<file path="config.mk">
export PLATFORM = sky130hd
export DESIGN_NAME = gpio_strap_sampler
export DESIGN_NICKNAME = d
export VERILOG_FILES = /design/src/rtl/gpio_strap_pkg.sv /design/src/rtl/gpio_strap_sampler_sync.sv /design/src/rtl/gpio_strap_sampler.sv
export SDC_FILE = /design/constraint.sdc
export NUM_CORES = 1
export LEC_CHECK = 0
export BUFFER_PORTS_ARGS = -buffer_cell sky130_fd_sc_hd__buf_4
export CORE_MARGIN = 2
export CORE_UTILIZATION = 55
export CTS_BUF_LIST = sky130_fd_sc_hd__clkbuf_2
export DETAILED_ROUTE_END_ITERATION = 7
export PLACE_DENSITY_LB_ADDON = 0.15
export SKIP_CTS_REPAIR_TIMING = 1
export SLEW_MARGIN = 20
export SYNTH_ARGS = -nofsm -noshare
export SYNTH_HDL_FRONTEND = slang
export SYNTH_SLANG_ARGS = --single-unit
</file>
<file path="constraint.sdc">
create_clock -name PCLK -period 3.2 [get_ports PCLK]
set_input_delay 0.16 -clock PCLK [delete_from_list [all_inputs] [get_ports PCLK]]
set_output_delay 0.16 -clock PCLK [all_outputs]
set_load 0.01 [all_outputs]
</file>
<file path="src/rtl/gpio_strap_pkg.sv">
// Shared FSM state encoding and default parameter values for the strap sampler.
package gpio_strap_pkg;

    typedef enum logic [2:0] {
        ST_IDLE    = 3'd0,
        ST_SETTLE  = 3'd1,
        ST_TRACK   = 3'd2,
        ST_CAPTURE = 3'd3,
        ST_DONE    = 3'd4
    } strap_state_e;

    localparam int unsigned DEF_WIDTH          = 32;
    localparam int unsigned DEF_SETTLE_CYCLES  = 16;
    localparam int unsigned DEF_STABLE_CYCLES  = 8;
    localparam int unsigned DEF_TIMEOUT_CYCLES = 1024;

endpackage

</file>
<file path="src/rtl/gpio_strap_sampler_sync.sv">
// WIDTH-wide two-flop synchroniser for asynchronous pad inputs, synchronous reset to zero.
module gpio_sync2 #(
    parameter int unsigned WIDTH = 32
) (
    input  logic             i_clk,
    input  logic             i_rst,
    input  logic [WIDTH-1:0] i_d,
    output logic [WIDTH-1:0] o_q
);

    logic [WIDTH-1:0] r_meta;
    logic [WIDTH-1:0] r_sync;

    // Two-stage capture of the raw pads; both stages cleared by reset.
    always_ff @(posedge i_clk) begin
        if (i_rst) begin
            r_meta <= '0;
            r_sync <= '0;
        end else begin
            r_meta <= i_d;
            r_sync <= r_meta;
        end
    end

    assign o_q = r_sync;

endmodule

</file>
<file path="src/rtl/gpio_strap_sampler.sv">
// Strap sampler: enables strap pads, waits for them to settle, then captures the
// synchronised gpio value once stable for STABLE_CYCLES (or forced by timeout).
module gpio_strap_sampler
    import gpio_strap_pkg::*;
#(
    parameter int unsigned WIDTH          = DEF_WIDTH,
    parameter int unsigned SETTLE_CYCLES  = DEF_SETTLE_CYCLES,
    parameter int unsigned STABLE_CYCLES  = DEF_STABLE_CYCLES,
    parameter int unsigned TIMEOUT_CYCLES = DEF_TIMEOUT_CYCLES
) (
    input  logic             PCLK,
    input  logic             PRESET,
    input  logic [WIDTH-1:0] gpio_in,
    input  logic             strap_resample,
    output logic             strap_en,
    output logic             strap_sample_valid,
    output logic [WIDTH-1:0] strap_sample_data,
    output logic             strap_timeout,
    output logic             strap_busy
);

    localparam int unsigned SW = $clog2(SETTLE_CYCLES + 1);
    localparam int unsigned RW = $clog2(STABLE_CYCLES + 1);
    localparam int unsigned TW = $clog2(TIMEOUT_CYCLES + 1);

    strap_state_e     r_state;
    strap_state_e     w_next;

    logic [WIDTH-1:0] w_sample;
    logic [WIDTH-1:0] r_prev;

    logic [SW-1:0]    r_scnt;
    logic [SW-1:0]    w_scnt;
    logic [RW-1:0]    r_run;
    logic [RW-1:0]    w_run;
    logic [TW-1:0]    r_tcnt;
    logic [TW-1:0]    w_tcnt;
    logic             w_cap_to;

    logic             r_en;
    logic             r_valid;
    logic [WIDTH-1:0] r_data;
    logic             r_timeout;
    logic             r_busy;

    gpio_sync2 #(
        .WIDTH(WIDTH)
    ) u_sync (
        .i_clk (PCLK),
        .i_rst (PRESET),
        .i_d   (gpio_in),
        .o_q   (w_sample)
    );

    // State register.
    always_ff @(posedge PCLK) begin
        if (PRESET) begin
            r_state <= ST_IDLE;
        end else begin
            r_state <= w_next;
        end
    end

    // Next-state logic plus the count values for the current cycle.
    // Counters hold zero outside their state, so zero marks the first cycle of a state.
    always_comb begin
        w_next   = r_state;
        w_cap_to = 1'b0;
        w_scnt   = (r_scnt == SW'(SETTLE_CYCLES)) ? r_scnt : r_scnt + SW'(1);
        w_tcnt   = (r_tcnt == TW'(TIMEOUT_CYCLES)) ? r_tcnt : r_tcnt + TW'(1);
        if ((r_run == '0) || (w_sample != r_prev)) begin
            w_run = RW'(1);
        end else if (r_run == RW'(STABLE_CYCLES)) begin
            w_run = r_run;
        end else begin
            w_run = r_run + RW'(1);
        end

        case (r_state)
            ST_IDLE: begin
                w_next = ST_SETTLE;
            end
            ST_SETTLE: begin
                if (w_scnt == SW'(SETTLE_CYCLES)) begin
                    w_next = ST_TRACK;
                end
            end
            ST_TRACK: begin
                if (w_run == RW'(STABLE_CYCLES)) begin
                    w_next = ST_CAPTURE;
                end else if (w_tcnt == TW'(TIMEOUT_CYCLES)) begin
                    w_next   = ST_CAPTURE;
                    w_cap_to = 1'b1;
                end
            end
            ST_CAPTURE: begin
                w_next = ST_DONE;
            end
            ST_DONE: begin
                if (strap_resample) begin
                    w_next = ST_SETTLE;
                end
            end
            default: begin
                w_next = ST_IDLE;
            end
        endcase
    end

    // Counters, previous sample, capture registers and outputs registered from the next state.
    always_ff @(posedge PCLK) begin
        if (PRESET) begin
            r_prev    <= '0;
            r_scnt    <= '0;
            r_run     <= '0;
            r_tcnt    <= '0;
            r_en      <= 1'b0;
            r_valid   <= 1'b0;
            r_data    <= '0;
            r_timeout <= 1'b0;
            r_busy    <= 1'b1;
        end else begin
            r_prev <= w_sample;
            r_scnt <= (r_state == ST_SETTLE) ? w_scnt : '0;
            r_run  <= (r_state == ST_TRACK)  ? w_run  : '0;
            r_tcnt <= (r_state == ST_TRACK)  ? w_tcnt : '0;

            r_en    <= (w_next == ST_SETTLE) || (w_next == ST_TRACK);
            r_valid <= (w_next == ST_CAPTURE);
            r_busy  <= (w_next != ST_DONE);

            if ((r_state == ST_TRACK) && (w_next == ST_CAPTURE)) begin
                r_data    <= w_sample;
                r_timeout <= w_cap_to;
            end
        end
    end

    assign strap_en           = r_en;
    assign strap_sample_valid = r_valid;
    assign strap_sample_data  = r_data;
    assign strap_timeout      = r_timeout;
    assign strap_busy         = r_busy;

endmodule

</file>
After elaboration in Yosys (flattened, before gate mapping)
Cells that the tools add are included.

operators by class
  reductions and logical operators = 7
  $add $sub $neg = 3
  bitwise operators = 2
  equality and inequality tests = 15
  $lt $le $gt $ge = 0
  multipliers = 0
  div/mod/pow operators = 0
  muxes and demuxes = 12
  shifts and indexed selects = 0

operator list
  cell                   number
  $ne 32x32->1           1
  $eq 11x11->1 const B   2
  $pmux 3 s5             1
  $eq 3x2->1 const B     4
  $mux 3                 4
  $add 11x1->11 const B  1
  $mux 11                1
  $eq 5x5->1 const B     2
  $eq 4x4->1 const B     2
  $mux 4                 2
  $eq 3x1->1 const B     2
  $add 5x1->5 const B    1
  $mux 5                 1
  $add 4x1->4 const B    1
  $logic_not 4->1        1
  $reduce_or 2->1        2
  $eq 3x3->1 const B     1
  $logic_not 3->1        1
  $mux 1                 3
  $ne 3x3->1 const B     1
  $logic_or 1x1->1       2
  $not 1->1              2
  $logic_and 1x1->1      1

storage, ports and cells
  memory bits (read-only) = 0
  input bits = 35
  latch bits = 0
  register bits = 155
  bits in writable memories = 0
  memories = 0
  logic and storage cells = 51

Logic depth before layout (Yosys ltp)
  word-level depth = 8
  depth in mapped cells = 10
  mapped depth without buffers = 8

Cells and area by module
From an unflattened synthesis, not the netlist that was laid out.

unflattened totals
  cell total of the unflattened synthesis = 526
  area, all modules = 5952.0 µm²

modules (own cells, without submodules)
  module              cells an instance  instances  area an instance (µm²)
  gpio_strap_sampler  391                1          4033.9
  gpio_sync2          135                1          1918.1

Worst setup path after synthesis
No wires, ideal clock.

  path kind = reg2reg
  start = register r_tcnt[3]
  end = register r_data[0], in the netlist strap_sample_data[0]
  data arrival time = 2703 ps
  clock period less this slack = 2824 ps
  path buffers = 3
  cell stages (with the launch flop) = 10
  slack = 376 ps
  setup time = 121 ps
  path through = dfxtp_1 -> buf_6 -> or4_1 -> or4_1 -> buf_2 -> mux2i_1 -> a2111o_2 -> and2_4 -> buf_12 -> mux2_4

on the way
  word-level cells in the longest chain between the ends = 8
  elaborated cells on any way between the ends = 9
  classes of those cells = 1 x add/sub; 3 x eq/ne; 4 x mux; 1 x reduce/logical

ends and longest elaborated chain
  what                                           RTL line                   text
  start: declaration                             gpio_strap_sampler.sv:36   logic [TW-1:0] r_tcnt;
  start signal: assignment                       gpio_strap_sampler.sv:126  r_tcnt <= (r_state == ST_TRACK) ? w_tcnt : '0;
  $add 11x1->11 or $eq 11x11->1 (tied branches)  gpio_strap_sampler.sv:70   w_tcnt = (r_tcnt == TW'(TIMEOUT_CYCLES)) ? r_tcnt : r_tcnt + TW'(1);
  $mux 11 *                                      gpio_strap_sampler.sv:70
  $eq 11x11->1 *                                 gpio_strap_sampler.sv:91   end else if (w_tcnt == TW'(TIMEOUT_CYCLES)) begin
  $mux 3 *                                       gpio_strap_sampler.sv:91
  $mux 3 *                                       gpio_strap_sampler.sv:89   if (w_run == RW'(STABLE_CYCLES)) begin
  $pmux 3 s5 *                                   gpio_strap_sampler.sv:79   case (r_state)
  $eq 3x2->1 *                                   gpio_strap_sampler.sv:132  if ((r_state == ST_TRACK) && (w_next == ST_CAPTURE)) begin
  $logic_and 1x1->1 *                            gpio_strap_sampler.sv:132
  end signal: assignment                         gpio_strap_sampler.sv:133  r_data <= w_sample;
  end: declaration                               gpio_strap_sampler.sv:42   logic [WIDTH-1:0] r_data;

Mark *: on every way between the ends. The rest lies on a longest branch, timed or not.
A chain may end at the register's enable or synchronous reset.

Worst setup path after layout
  start = register r_tcnt[3]
  end = register r_data[8], in the netlist strap_sample_data[8]

The elaborated chain is that of the path after synthesis.

==> results.yml <==
outcome:
  status: "completed"
die:
  die_w_um: 107
  initial_core_util: 0.566
  core_area_um2: 10300
  die_area_um2: 11400
  fp-row-count: 37
  die_h_um: 107
  num_io_pins: 71
global_route:
  track_usage: 0.183
  grt_pass1_vias: 3516
  grt_pass1_wl_um: 16300
  grt_max_degree: 92
  grt_antenna_before_repair: 0
  grt-ovfl-total: 0
drt:
  routed_wl_um: 10200
  routed.top_layer: "met4"
  wl_per_cell_um: 13.1
  met2_length_um: 4990
  wl_met1_um: 4790
  vias: 3789
  drc: 0
  ant_nets: 0
  wl_met3_um: 386
  firstDrtPassIters: 6
  drtIter0Drc: 95
  avgViaCountPerCell: 4.85
power:
  finalPower_mw: 3.09
  power_density_nw_per_um2: 445
  leakage_nw: 3.01
  ir_drop_uv: 273
synthesis:
  synth_edf_count: 0
  synth-seq-cells: 155
  ys_seq_area_frac: 0.533
  avgSynthCellArea_um2: 10.9
  netlist_area_um2: 5820
  synth-main-ff-cell: "dfxtp_1"
  synthArstFlopShare: 0
  synth.distinct_cells: 47
  syn-num-nets: 575
  syn_inst: 534
  yosys_warnings: 0
cts:
  clkLatencyLatePin_ns: 0.65
  clk_pin_slew_ns: 0.21
  clockBufferDepth: 2
  htreeDepth: 4
  clock-sinks: 155
  cts-root-buf: "clkbuf_2"
  cts_tree: "yes"
  numCtsBuffers: 17
timing:
  drv_slew: 0
  tightest_slew_ns: 0.886
  finalClockSkew_ns: 0.0292
  hold_viol: 0
  setup_viol: 0
  fin_setup_tns_ns: 0
  fmax_ghz: 0.332
  rsz0062_at_grt: "false"
  worst_slew_margin_rel: 0.409
  fin_crit_ns: 3.01
  fin_crit_sh: 0.942
critical_path:
  critPathKind: "register to register"
  crit_required_ns: 3.76
  critPathArrivalTime_ns: 3.57
  worst-path-max-fanout: 10
  endpoint_kind: "register"
  startpoint_type: "register"
layout:
  drive_gt1_frac: 0.222
  areaGrowthSynthToFinish_pct: 19.3
  nets: 674
  num_antenna_cells: 0
placed_design:
  place_congestion: 0.885
  port_buffers: 70
  dp_hpwl_um: 6670
job:
  drv_cap: 0
hold_path:
  hp-class: "input port to register"
worst max-delay path: stages, from the launching register on:
cell      delay (ns)
dfxtp_1         0.42
or4_1           0.58
or4_1           0.61
mux2i_1         0.18
a2111o_2        0.47
nand2_4         0.17
buf_12          0.17
mux2_2          0.33
registers in the layout (all words and copies together) (netlist names):
register            cells
strap_sample_data      32
r_state                 3
u_sync.r_meta          32
strap_busy              1
r_tcnt                 11
r_run                   4
strap_sample_valid      1
strap_en                1
u_sync.o_q             32
r_prev                 32
r_scnt                  5
strap_timeout           1
report_power, final:
part           total, mW  leakage (nW)  switching (mW)  internal [mW]
sequential          2.00          1.27          0.0205           1.98
combinational      0.172          1.63          0.0716          0.100
clock              0.915         0.118           0.647          0.268
metal layers:
layer,GRT usage,vias up
met5,0,-
met1,0.236,1775
met2,0.291,71
li1,-,1938
met4,0.0705,0
met3,0.0523,5
stage by stage:
stage / instance area [um2] / worst slack [ns] / utilization / hold slack (ns) / cells
after global placement: 6420 / 0.249 / 0.625 / 0.370 / 717
after detailed placement: 6420 / 0.189 / 0.625 / 0.374 / 717
after global routing: 6950 / 0.0823 / 0.676 / 0.0529 / 781
final: 6950 / 0.185 / 0.676 / 0.0995 / 781
after floorplan: 5820 / 0.376 / - / 0.288 / 534
after CTS: 6620 / 0.180 / 0.644 / -0.362 / 748
kinds of logic (layout without fill, tap and decap cells):
| kind of cell | Yosys count | after routing | synth area share |
|---|---|---|---|
| AO/OA/AOI/OAI | 25 | 25 | 0.0290 |
| buffers and inverters | 36 | 147 | 0.0312 |
| XOR/XNOR | 47 | 47 | 0.0707 |
| adder cells (fa/ha/maj) | 6 | 6 | 0.0129 |
| multiplexers | 35 | 35 | 0.0858 |
| flip-flops | 155 | 155 | 0.533 |
| AND/OR/NAND/NOR | 230 | 230 | 0.237 |
cells in the mapped netlist, types with 3 or more instances:
| cell type | instances | area, um2 |
|---|---|---|
| a21oi_1 | 7 | 35.0 |
| a31oi_1 | 4 | 25.0 |
| buf_2 | 3 | 15.0 |
| buf_6 | 3 | 33.8 |
| clkbuf_1 | 18 | 67.6 |
| dfxtp_1 | 155 | 3100 |
| ha_1 | 6 | 75.1 |
| inv_1 | 10 | 37.5 |
| mux2_2 | 3 | 33.8 |
| mux2_4 | 29 | 435 |
| mux2i_1 | 3 | 30.0 |
| nand2_1 | 13 | 48.8 |
| nand2b_1 | 11 | 68.8 |
| nand3_1 | 8 | 40.0 |
| nand3b_1 | 4 | 30.0 |
| nor2_1 | 22 | 82.6 |
| nor2b_1 | 132 | 826 |
| nor3_1 | 6 | 30.0 |
| nor4_1 | 9 | 56.3 |
| o21ai_0 | 5 | 25.0 |
| or3_1 | 5 | 31.3 |
| xnor2_1 | 8 | 70.1 |
| xor2_1 | 39 | 342 |
path summary, 6_finish.rpt:
kind	start	end	slack, ns	cells after the start
worst min-delay path	PRESET	u_sync.r_meta[23]	0.1	2
worst max-delay path	r_tcnt[3]	strap_sample_data[8]	0.19	7
worst max register to register	r_tcnt[3]	strap_sample_data[8]	0.19	7
worst min register to register	u_sync.r_meta[18]	u_sync.o_q[18]	0.45	1
layout make-up:
| cell class | instances | area, um2 |
|---|---|---|
| fill | 791 | 3330 |
| tap | 136 | 170 |
| inverter | 10 | 37.5 |
| clock buffer | 18 | 90.1 |
| clock inverter | 13 | 105 |
| timing repair buffer | 106 | 903 |
| multi-input combinational | 343 | 2540 |
| sequential | 155 | 3100 |
layout by cell type, fill, tap and decap left out, drive strengths merged, types with 3 or more instances in the layout:
| master | instances |
|---|---|
| dfxtp | 155 |
| nor2b | 132 |
| buf | 73 |
| xor2 | 39 |
| dlygate4sd3 | 33 |
| mux2 | 32 |
| nor2 | 22 |
| clkbuf | 18 |
| nand2 | 14 |
| nand2b | 11 |
| inv | 10 |
| nor4 | 9 |
| clkinv | 9 |
| nand3 | 8 |
| xnor2 | 8 |
| a21oi | 7 |
| nor3 | 6 |
| ha | 6 |
| or3 | 6 |
| o21ai | 5 |
| nand3b | 4 |
| a31oi | 4 |
| mux2i | 3 |
| clkinvlp | 3 |
| nand4 | 3 |
| and3 | 3 |
No activity file was read; power rests on OpenSTA's default activity.
